==> src/rtl/dcache_port_arbiter.sv <==
// dcache_port_arbiter
//   Shares a single D$ request port between NUM_PORTS requesters.
//   PRIO_PORT (the page-table walker) always wins; the other ports are
//   served round-robin. One request is in flight at a time.
//
// Handshake: a port holds req_valid with its request fields stable. The
//   arbiter accepts it by pulsing req_ready for exactly one cycle, and the
//   request is then owned by the arbiter. The port sees one resp_rvalid or
//   resp_write_done pulse on completion, unless it raised req_kill.
//
// Ports
//   clk, reset            clock, synchronous active-high reset
//   virtual_en            global virtual-mode enable
//   req_valid/addr/write/wdata/wlen/kill   per-port request (flattened, port i in slice i)
//   req_ready             per-port one-cycle accept pulse
//   resp_rdata            shared read data (0 unless a resp_rvalid bit is set)
//   resp_rvalid           per-port read complete
//   resp_write_done       per-port write complete
//   dc_en, dc_write_en, dc_in_addr, dc_in_wdata, dc_in_wlen, dc_virtual_en  to D$
//   dc_rdata, dc_rvalid, dc_write_done                                      from D$
//   dbg_state             FSM state (0 IDLE, 1 BUSY, 2 DRAIN)
//   dbg_rr_ptr            round-robin pointer, zero-extended
module dcache_port_arbiter #(
  parameter int NUM_PORTS  = 3,
  parameter int PRIO_PORT  = 0,
  parameter int ADDR_WIDTH = 64,
  parameter int DATA_WIDTH = 64
) (
  input  logic                            clk,
  input  logic                            reset,
  input  logic                            virtual_en,
  input  logic [NUM_PORTS-1:0]            req_valid,
  input  logic [NUM_PORTS*ADDR_WIDTH-1:0] req_addr,
  input  logic [NUM_PORTS-1:0]            req_write,
  input  logic [NUM_PORTS*DATA_WIDTH-1:0] req_wdata,
  input  logic [NUM_PORTS*2-1:0]          req_wlen,
  input  logic [NUM_PORTS-1:0]            req_kill,
  output logic [NUM_PORTS-1:0]            req_ready,
  output logic [DATA_WIDTH-1:0]           resp_rdata,
  output logic [NUM_PORTS-1:0]            resp_rvalid,
  output logic [NUM_PORTS-1:0]            resp_write_done,
  output logic                            dc_en,
  output logic                            dc_write_en,
  output logic [ADDR_WIDTH-1:0]           dc_in_addr,
  output logic [DATA_WIDTH-1:0]           dc_in_wdata,
  output logic [1:0]                      dc_in_wlen,
  output logic                            dc_virtual_en,
  input  logic [DATA_WIDTH-1:0]           dc_rdata,
  input  logic                            dc_rvalid,
  input  logic                            dc_write_done,
  output logic [1:0]                      dbg_state,
  output logic [2:0]                      dbg_rr_ptr
);

  localparam int PW = (NUM_PORTS > 1) ? $clog2(NUM_PORTS) : 1;
  typedef logic [PW-1:0] idx_t;

  localparam idx_t NP_M1    = idx_t'(NUM_PORTS - 1);
  localparam idx_t PRIO_IDX = idx_t'(PRIO_PORT);
  localparam idx_t FIRST_NP = (PRIO_PORT == 0) ? idx_t'(1) : idx_t'(0);

  typedef enum logic [1:0] {
    IDLE  = 2'd0,
    BUSY  = 2'd1,
    DRAIN = 2'd2
  } state_t;

  state_t                state;
  idx_t                  rr_ptr;
  idx_t                  gnt;
  logic                  lat_write;
  logic [ADDR_WIDTH-1:0] lat_addr;
  logic [DATA_WIDTH-1:0] lat_wdata;
  logic [1:0]            lat_wlen;

  idx_t pick;
  logic prio_hit;
  logic any_valid;
  logic done;
  logic kill_g;
  logic active;

  function automatic idx_t inc_wrap(input idx_t v);
    return (v == NP_M1) ? idx_t'(0) : v + idx_t'(1);
  endfunction

  // Next round-robin start: the port after g, stepping over the walker.
  function automatic idx_t next_np(input idx_t g);
    idx_t n;
    n = inc_wrap(g);
    if (n == PRIO_IDX) n = inc_wrap(n);
    return n;
  endfunction

  // Arbitration: scan upward from rr_ptr for the first valid non-priority
  // port; the walker overrides whatever the scan found.
  always_comb begin
    idx_t cand;
    logic found;
    pick      = rr_ptr;
    found     = 1'b0;
    cand      = rr_ptr;
    prio_hit  = req_valid[PRIO_IDX];
    any_valid = |req_valid;
    for (int k = 0; k < NUM_PORTS; k++) begin
      if (!found && cand != PRIO_IDX && req_valid[cand]) begin
        found = 1'b1;
        pick  = cand;
      end
      cand = inc_wrap(cand);
    end
    if (prio_hit) pick = PRIO_IDX;
  end

  // Only the strobe matching the request type counts as completion.
  assign done   = lat_write ? dc_write_done : dc_rvalid;
  assign kill_g = req_kill[gnt];
  assign active = (state != IDLE);

  always_ff @(posedge clk) begin
    if (reset) begin
      state     <= IDLE;
      rr_ptr    <= FIRST_NP;
      gnt       <= '0;
      lat_write <= 1'b0;
      lat_addr  <= '0;
      lat_wdata <= '0;
      lat_wlen  <= '0;
    end else begin
      case (state)
        IDLE: begin
          if (any_valid) begin
            state     <= BUSY;
            gnt       <= pick;
            lat_write <= req_write[pick];
            lat_addr  <= req_addr[int'(pick)*ADDR_WIDTH +: ADDR_WIDTH];
            lat_wdata <= req_wdata[int'(pick)*DATA_WIDTH +: DATA_WIDTH];
            lat_wlen  <= req_wlen[int'(pick)*2 +: 2];
            if (!prio_hit) rr_ptr <= next_np(pick);
          end
        end
        BUSY: begin
          if (done)        state <= IDLE;
          else if (kill_g) state <= DRAIN;
        end
        DRAIN: begin
          // Abandoned request: wait for D$ to finish, report nothing.
          if (done) state <= IDLE;
        end
        default: state <= IDLE;
      endcase
    end
  end

  // The D$ request is driven only while a request is in flight, so the
  // IDLE cycle between requests always shows dc_en low.
  assign dc_en         = active;
  assign dc_write_en   = active & lat_write;
  assign dc_in_addr    = active ? lat_addr  : '0;
  assign dc_in_wdata   = active ? lat_wdata : '0;
  assign dc_in_wlen    = active ? lat_wlen  : 2'b00;
  // The walker's accesses are always physical.
  assign dc_virtual_en = virtual_en & ~reset & ~(active & (gnt == PRIO_IDX));

  always_comb begin
    req_ready       = '0;
    resp_rvalid     = '0;
    resp_write_done = '0;
    if (!reset && state == IDLE && any_valid) req_ready[pick] = 1'b1;
    if (!reset && state == BUSY && done && !kill_g) begin
      if (lat_write) resp_write_done[gnt] = 1'b1;
      else           resp_rvalid[gnt]     = 1'b1;
    end
  end

  assign resp_rdata = (|resp_rvalid) ? dc_rdata : '0;

  assign dbg_state  = state;
  assign dbg_rr_ptr = 3'(rr_ptr);

endmodule

==> config.mk <==
export PLATFORM = sky130hd
export DESIGN_NAME = dcache_port_arbiter
export DESIGN_NICKNAME = d
export VERILOG_FILES = /design/src/rtl/dcache_port_arbiter.sv
export SDC_FILE = /design/constraint.sdc
export NUM_CORES = 1
export LEC_CHECK = 0
export CAP_MARGIN = 25
export CELL_PAD_IN_SITES_DETAIL_PLACEMENT = 1
export CELL_PAD_IN_SITES_GLOBAL_PLACEMENT = 1
export CORE_AREA = 2 2 266 268
export DETAILED_ROUTE_END_ITERATION = 16
export DIE_AREA = 0 0 268 270
export PLACE_DENSITY_LB_ADDON = 0.3
export SKIP_LAST_GASP = 1
export SLEW_MARGIN = 5
export SYNTH_ARGS = -nofsm -noshare
export SYNTH_HDL_FRONTEND = slang
export SYNTH_SLANG_ARGS = --single-unit
export TNS_END_PERCENT = 50
==> constraint.sdc <==
create_clock -name clk -period 3.15 [get_ports clk]
set_input_delay 0.63 -clock clk [delete_from_list [all_inputs] [get_ports clk]]
set_output_delay 0.63 -clock clk [all_outputs]
set_load 0.03 [all_outputs]
After elaboration in Yosys (flattened, before gate mapping)
Index checks and enable logic that the tools add are counted.
- flip-flop bits (word level): 137
- bits in latches: 0
- RAM bits: 0
- bits in read-only memories: 0
- input port bits: 468
- output and inout port bits: 211
- memories kept: 0
- add/sub/neg operators: 4
- $mul: 0
- divide/modulo/power cells: 0
- $lt $le $gt $ge: 7
- equality and inequality tests: 9
- shift-type cells: 3
- multiplexer cells: 39
- bitwise gates (word level): 7
- reduce and logical (&&, ||, !) cells: 28
- operators by type and width (kind ; count):
    192-bit by 9-bit indexed part select with 64-bit output ; 2
    64-bit 2-to-1 mux ; 3
    2-bit 2-to-1 mux ; 13
    2-bit by 3-bit less-than comparator with 1-bit output (second input constant) ; 5
    3-bit 2-to-1 mux ; 5
    1-bit logical AND ; 12
    1-bit binary-select mux with 2-bit select ; 5
    2-bit equality test (second input constant) ; 5
    1-bit 2-to-1 mux ; 10
    2-bit by 1-bit adder with 2-bit output (second input constant) ; 4
    2-bit nonzero test ; 4
    2-bit logical NOT ; 3
    2-bit one-hot mux with 3 select lines ; 1
    3-bit AND reduction ; 2
    3-bit OR reduction ; 2
    6-bit by 4-bit indexed part select with 2-bit output ; 1
    1-bit AND ; 4
    1-bit demux with 2-bit select ; 2
    2-bit by 1-bit >= comparator with 1-bit output (second input constant) ; 2
    1-bit logical NOT ; 4
    2-bit inequality test (second input constant) ; 2
    3-bit inequality test (second input constant) ; 1
    1-bit NOT ; 3
    2-bit by 1-bit equality test with 1-bit output (second input constant) ; 1
    2-bit AND reduction ; 1

Logic depth before layout (Yosys ltp)
- word-level depth: 18
- mapped depth: 8
- mapped depth without buffers: 5

Least setup slack after synthesis
Ideal clock, no wire load.
- path type: input to output
- from: in reset
- to: out resp_write_done[1]
- arrival: 2001 ps
- required time: 2520 ps
- slack: 519 ps
- stages: 5
- cells stage by stage: buf_2 -> inv_1 -> o2111ai_2 -> or3b_2 -> nor2_1
- longest elaborated chain between the ends: 5
- RTL lines (element ; RTL line ; text):
    start: declaration ; 30 ; input logic reset,
    1-bit logical NOT ; 170 ; if (!reset && state == BUSY && done && !kill_g) begin
    1-bit logical AND (3 in a row) ; 170 ;
    3-bit 2-to-1 mux ; 170 ;
    end: declaration ; 41 ; output logic [NUM_PORTS-1:0] resp_write_done,
No other way between the ends.

Worst setup path after layout
- from: in req_kill[0]
- to: out resp_rdata[55]
- longest elaborated chain between the ends: 7
- RTL lines (element ; RTL line ; text):
    start: declaration ; 37 ; input logic [NUM_PORTS-1:0] req_kill,
    1-bit binary-select mux with 2-bit select ; 117 ; assign kill_g = req_kill[gnt];
    1-bit 2-to-1 mux (implied by the code) ; 117 ;
    1-bit logical NOT ; 170 ;
    1-bit logical AND ; 170 ;
    3-bit 2-to-1 mux ; 170 ;
    3-bit OR reduction ; 176 ; assign resp_rdata = (|resp_rvalid) ? dc_rdata : '0;
    64-bit 2-to-1 mux ; 176 ;
    end: declaration ; 39 ; output logic [DATA_WIDTH-1:0] resp_rdata,
No other way between the ends. The select of a mux whose other input is x is not followed.

==> results.py <==
metrics = {
    "detailed_routing": {
        "ant_nets": 0,
        "dr_total_vias": 10800,
        "first_pass_iters": 4,
        "drc": 0,
        "drt_iter0_drc": 355,
        "wl_per_cell_um": 20.8,
        "wl_um": 54200,
        "vias_per_cell": 4.13,
    },
    "floorplanning": {
        "die_area_um2": 72400,
        "floorplan.initialDensity_pct": 11.9,
        "die_h_um": 270,
        "row_count": 97,
        "io_pins": 679,
        "die_width_um": 268,
        "core_region_area_um2": 69500,
    },
    "final_layout": {
        "drive_gt1_share_pct": 10.3,
        "fin_area_um2": 16800,
        "final_cell_mix": "clkdlybuf4s50_1, nand2_1, and2_1",
        "final_core_util_pct": 24.2,
        "mostFrequentLayoutCell": "clkdlybuf4s50_1",
        "syn2layout_area_growth_pct": 104,
        "finalNetCount": 2122,
    },
    "sta": {
        "tns_ns": 0,
        "fmax_mhz": 318,
        "whs_ns": 0.453,
        "min_period_ns": 3.14,
        "finalHoldViolations": 0,
        "rsz0062_at_grt": "yes",
        "worst_pin_slew_ns": 0.937,
        "maxSlewViolCount": 0,
        "setup_viol": 0,
        "maxSlewHeadroom_pct": 37.6,
        "finalCritPeriodShare_pct": 99.7,
        "layout_setup_ws_ns": 0.00871,
        "fin_skew_ns": 0.0121,
    },
    "synth": {
        "synth_mux_area_share_pct": 0.121,
        "synthArstFlopShare_pct": 0,
        "synth_xor_area_share_pct": 0,
        "synth_ff_type": "dfxtp_1",
        "seq_area_frac_synth_pct": 33.3,
        "syn_area_um2": 8240,
        "synth_edf_count": 0,
        "synth_cells": 1047,
        "synth_fp_nets": 1515,
        "synth-adder-area-share_pct": 0,
        "synth_top_family_by_area": "compound AO/OA/AOI/OAI gates",
        "synth_simple_gate_area_share_pct": 29.2,
        "avgSynthCellArea_um2": 7.87,
        "synth_warnings": 0,
        "synth-seq-cells": 137,
        "synth_compound_area_share_pct": 30.2,
        "ys_types": 42,
    },
    "setup_path": {
        "crit_type": "primary input to primary output",
        "slowest_stage": "clkdlybuf4s50_1",
        "cp_max_fo": 32,
        "required_ns": 2.52,
        "cp_slowest_stage_delay_ns": 0.45,
        "setup.worst_path.start_class": "primary input",
        "arrival_ns": 2.51,
        "path_cells": "clkdlybuf4s50_1, mux2i_2, o2111ai_4, a211oi_4, buf_12, buf_16, and2_1, buf_4",
        "cp-end-kind": "primary output",
    },
    "run_status": {
        "status": "finished clean",
    },
    "clocking": {
        "cts_hold_buffers": 0,
        "numCtsBuffers": 17,
        "clock-sinks": 137,
        "clk_latency_ns": 0.48,
        "cts_htree_levels": 4,
        "tritoncts": "yes",
        "clockBufferDepth": 2,
        "cts_root_buffer": "clkbuf_16",
        "clkTransAtPathRegs_ns": 0.06,
    },
    "pwr": {
        "power_density_nw_per_um2": 393,
        "ir_drop_mv": 0.346,
        "leakage_nw": 5.93,
    },
    "grt": {
        "antenna_found_initial": 6,
        "grt_overflow": 0,
        "grt_max_degree": 133,
        "grt_usage_pct": 14.2,
        "grt_pass1_wl_um": 75800,
        "grt_pass1_vias": 11200,
    },
    "placement": {
        "placed_area_um2": 16100,
        "dp_slack_ns": 0.0422,
        "gp_congestion": 0.939,
        "io_buffers": 677,
        "hpwl_um": 41000,
    },
    "run": {
        "maxCapViolations": 0,
    },
    "worst_hold_path": {
        "hold_class": "flip-flop to flip-flop",
    },
}
power by group:
part           internal (W)  switching, W  total [W]
clock network       0.00113      0.000940    0.00207
registers           0.00197      0.000115    0.00208
logic               0.00117       0.00129    0.00246
total               0.00427       0.00234    0.00661
stage by stage:
| step | total power, W | instances |
|---|---|---|
| after detailed placement | 0.00461 | 2573 |
| after global routing | 0.00699 | 2608 |
| after CTS | 0.00677 | 2605 |
| final | 0.00661 | 2609 |
| after floorplan | 0.00320 | 1047 |
| after global placement | 0.00458 | 2573 |
path summary, 6_finish.rpt:
path	from	endpoint	slack, ns	cells past startpoint
max reg2reg	dbg_state[1]	lat_wdata[11]	1.13	5
min reg2reg	lat_addr[20]	lat_addr[20]	0.45	2
min	lat_addr[20]	lat_addr[20]	0.45	2
max	req_kill[0]	resp_rdata[55]	0.009	8
layout make-up:
| type | count | area (um2) |
|---|---|---|
| fill | 8180 | 52700 |
| timing repair buffer | 713 | 7310 |
| multi-input combinational | 780 | 4990 |
| sequential | 137 | 2740 |
| tap | 940 | 1180 |
| clock buffer | 20 | 457 |
| clock inverter | 12 | 115 |
| inverter | 5 | 22.5 |
| antenna | 2 | 5.00 |
timing repair:
action | 4_1_cts | 5_1_grt
pin swaps | 0 | 1
gates cloned | 0 | 1
setup buffers | 0 | 1
setup endpoints to repair | 31 | 66
resized for setup | 2 | 18
layer usage:
metal / GRT usage (%) / vias up / part of all wire, %
li1: - / 5087 / -
met1: 16.9 / 5237 / 42
met2: 23.9 / 388 / 48
met3: 5.17 / 46 / 8.1
met4: 3.94 / 6 / 1.6
met5: 0 / - / 0.072
state kept, by name, indices dropped and copies added (netlist names):
register	count
dbg_state	2
gnt	2
lat_wdata	64
lat_wlen	2
lat_addr	64
rr_ptr	2
lat_write	1
logic make-up (layout without fill, tap and decap cells):
family	after synthesis	after routing
AND/OR/NAND/NOR	493	493
other	1	3
buffers and inverters	130	750
flip-flops	137	137
multiplexers	1	1
AO/OA/AOI/OAI	285	285
critical path, delay by kind of cell:
kind	cells	cell delay (ns)
buffers and inverters	4	0.96
AO/OA/AOI/OAI	2	0.46
multiplexers	1	0.27
AND/OR/NAND/NOR	1	0.17
cells in the mapped netlist (3+ instances only):
library cell    n  area [um2]
clkbuf_2        6        30.0
and2_1        195        1220
buf_1           6        22.5
a21oi_1         7        35.0
o221ai_1      131        1150
nand2_1       267        1000
clkbuf_1       51         191
inv_1           4        15.0
nor2_1          7        26.3
buf_4           5        37.5
dfxtp_1       137        2740
o21ai_0         4        20.0
nor3_1          6        30.0
buf_2          56         280
a32oi_1       131        1150
nor2b_1         3        18.8
nand2b_1        6        37.5
Power figures use the tool's default switching activity.
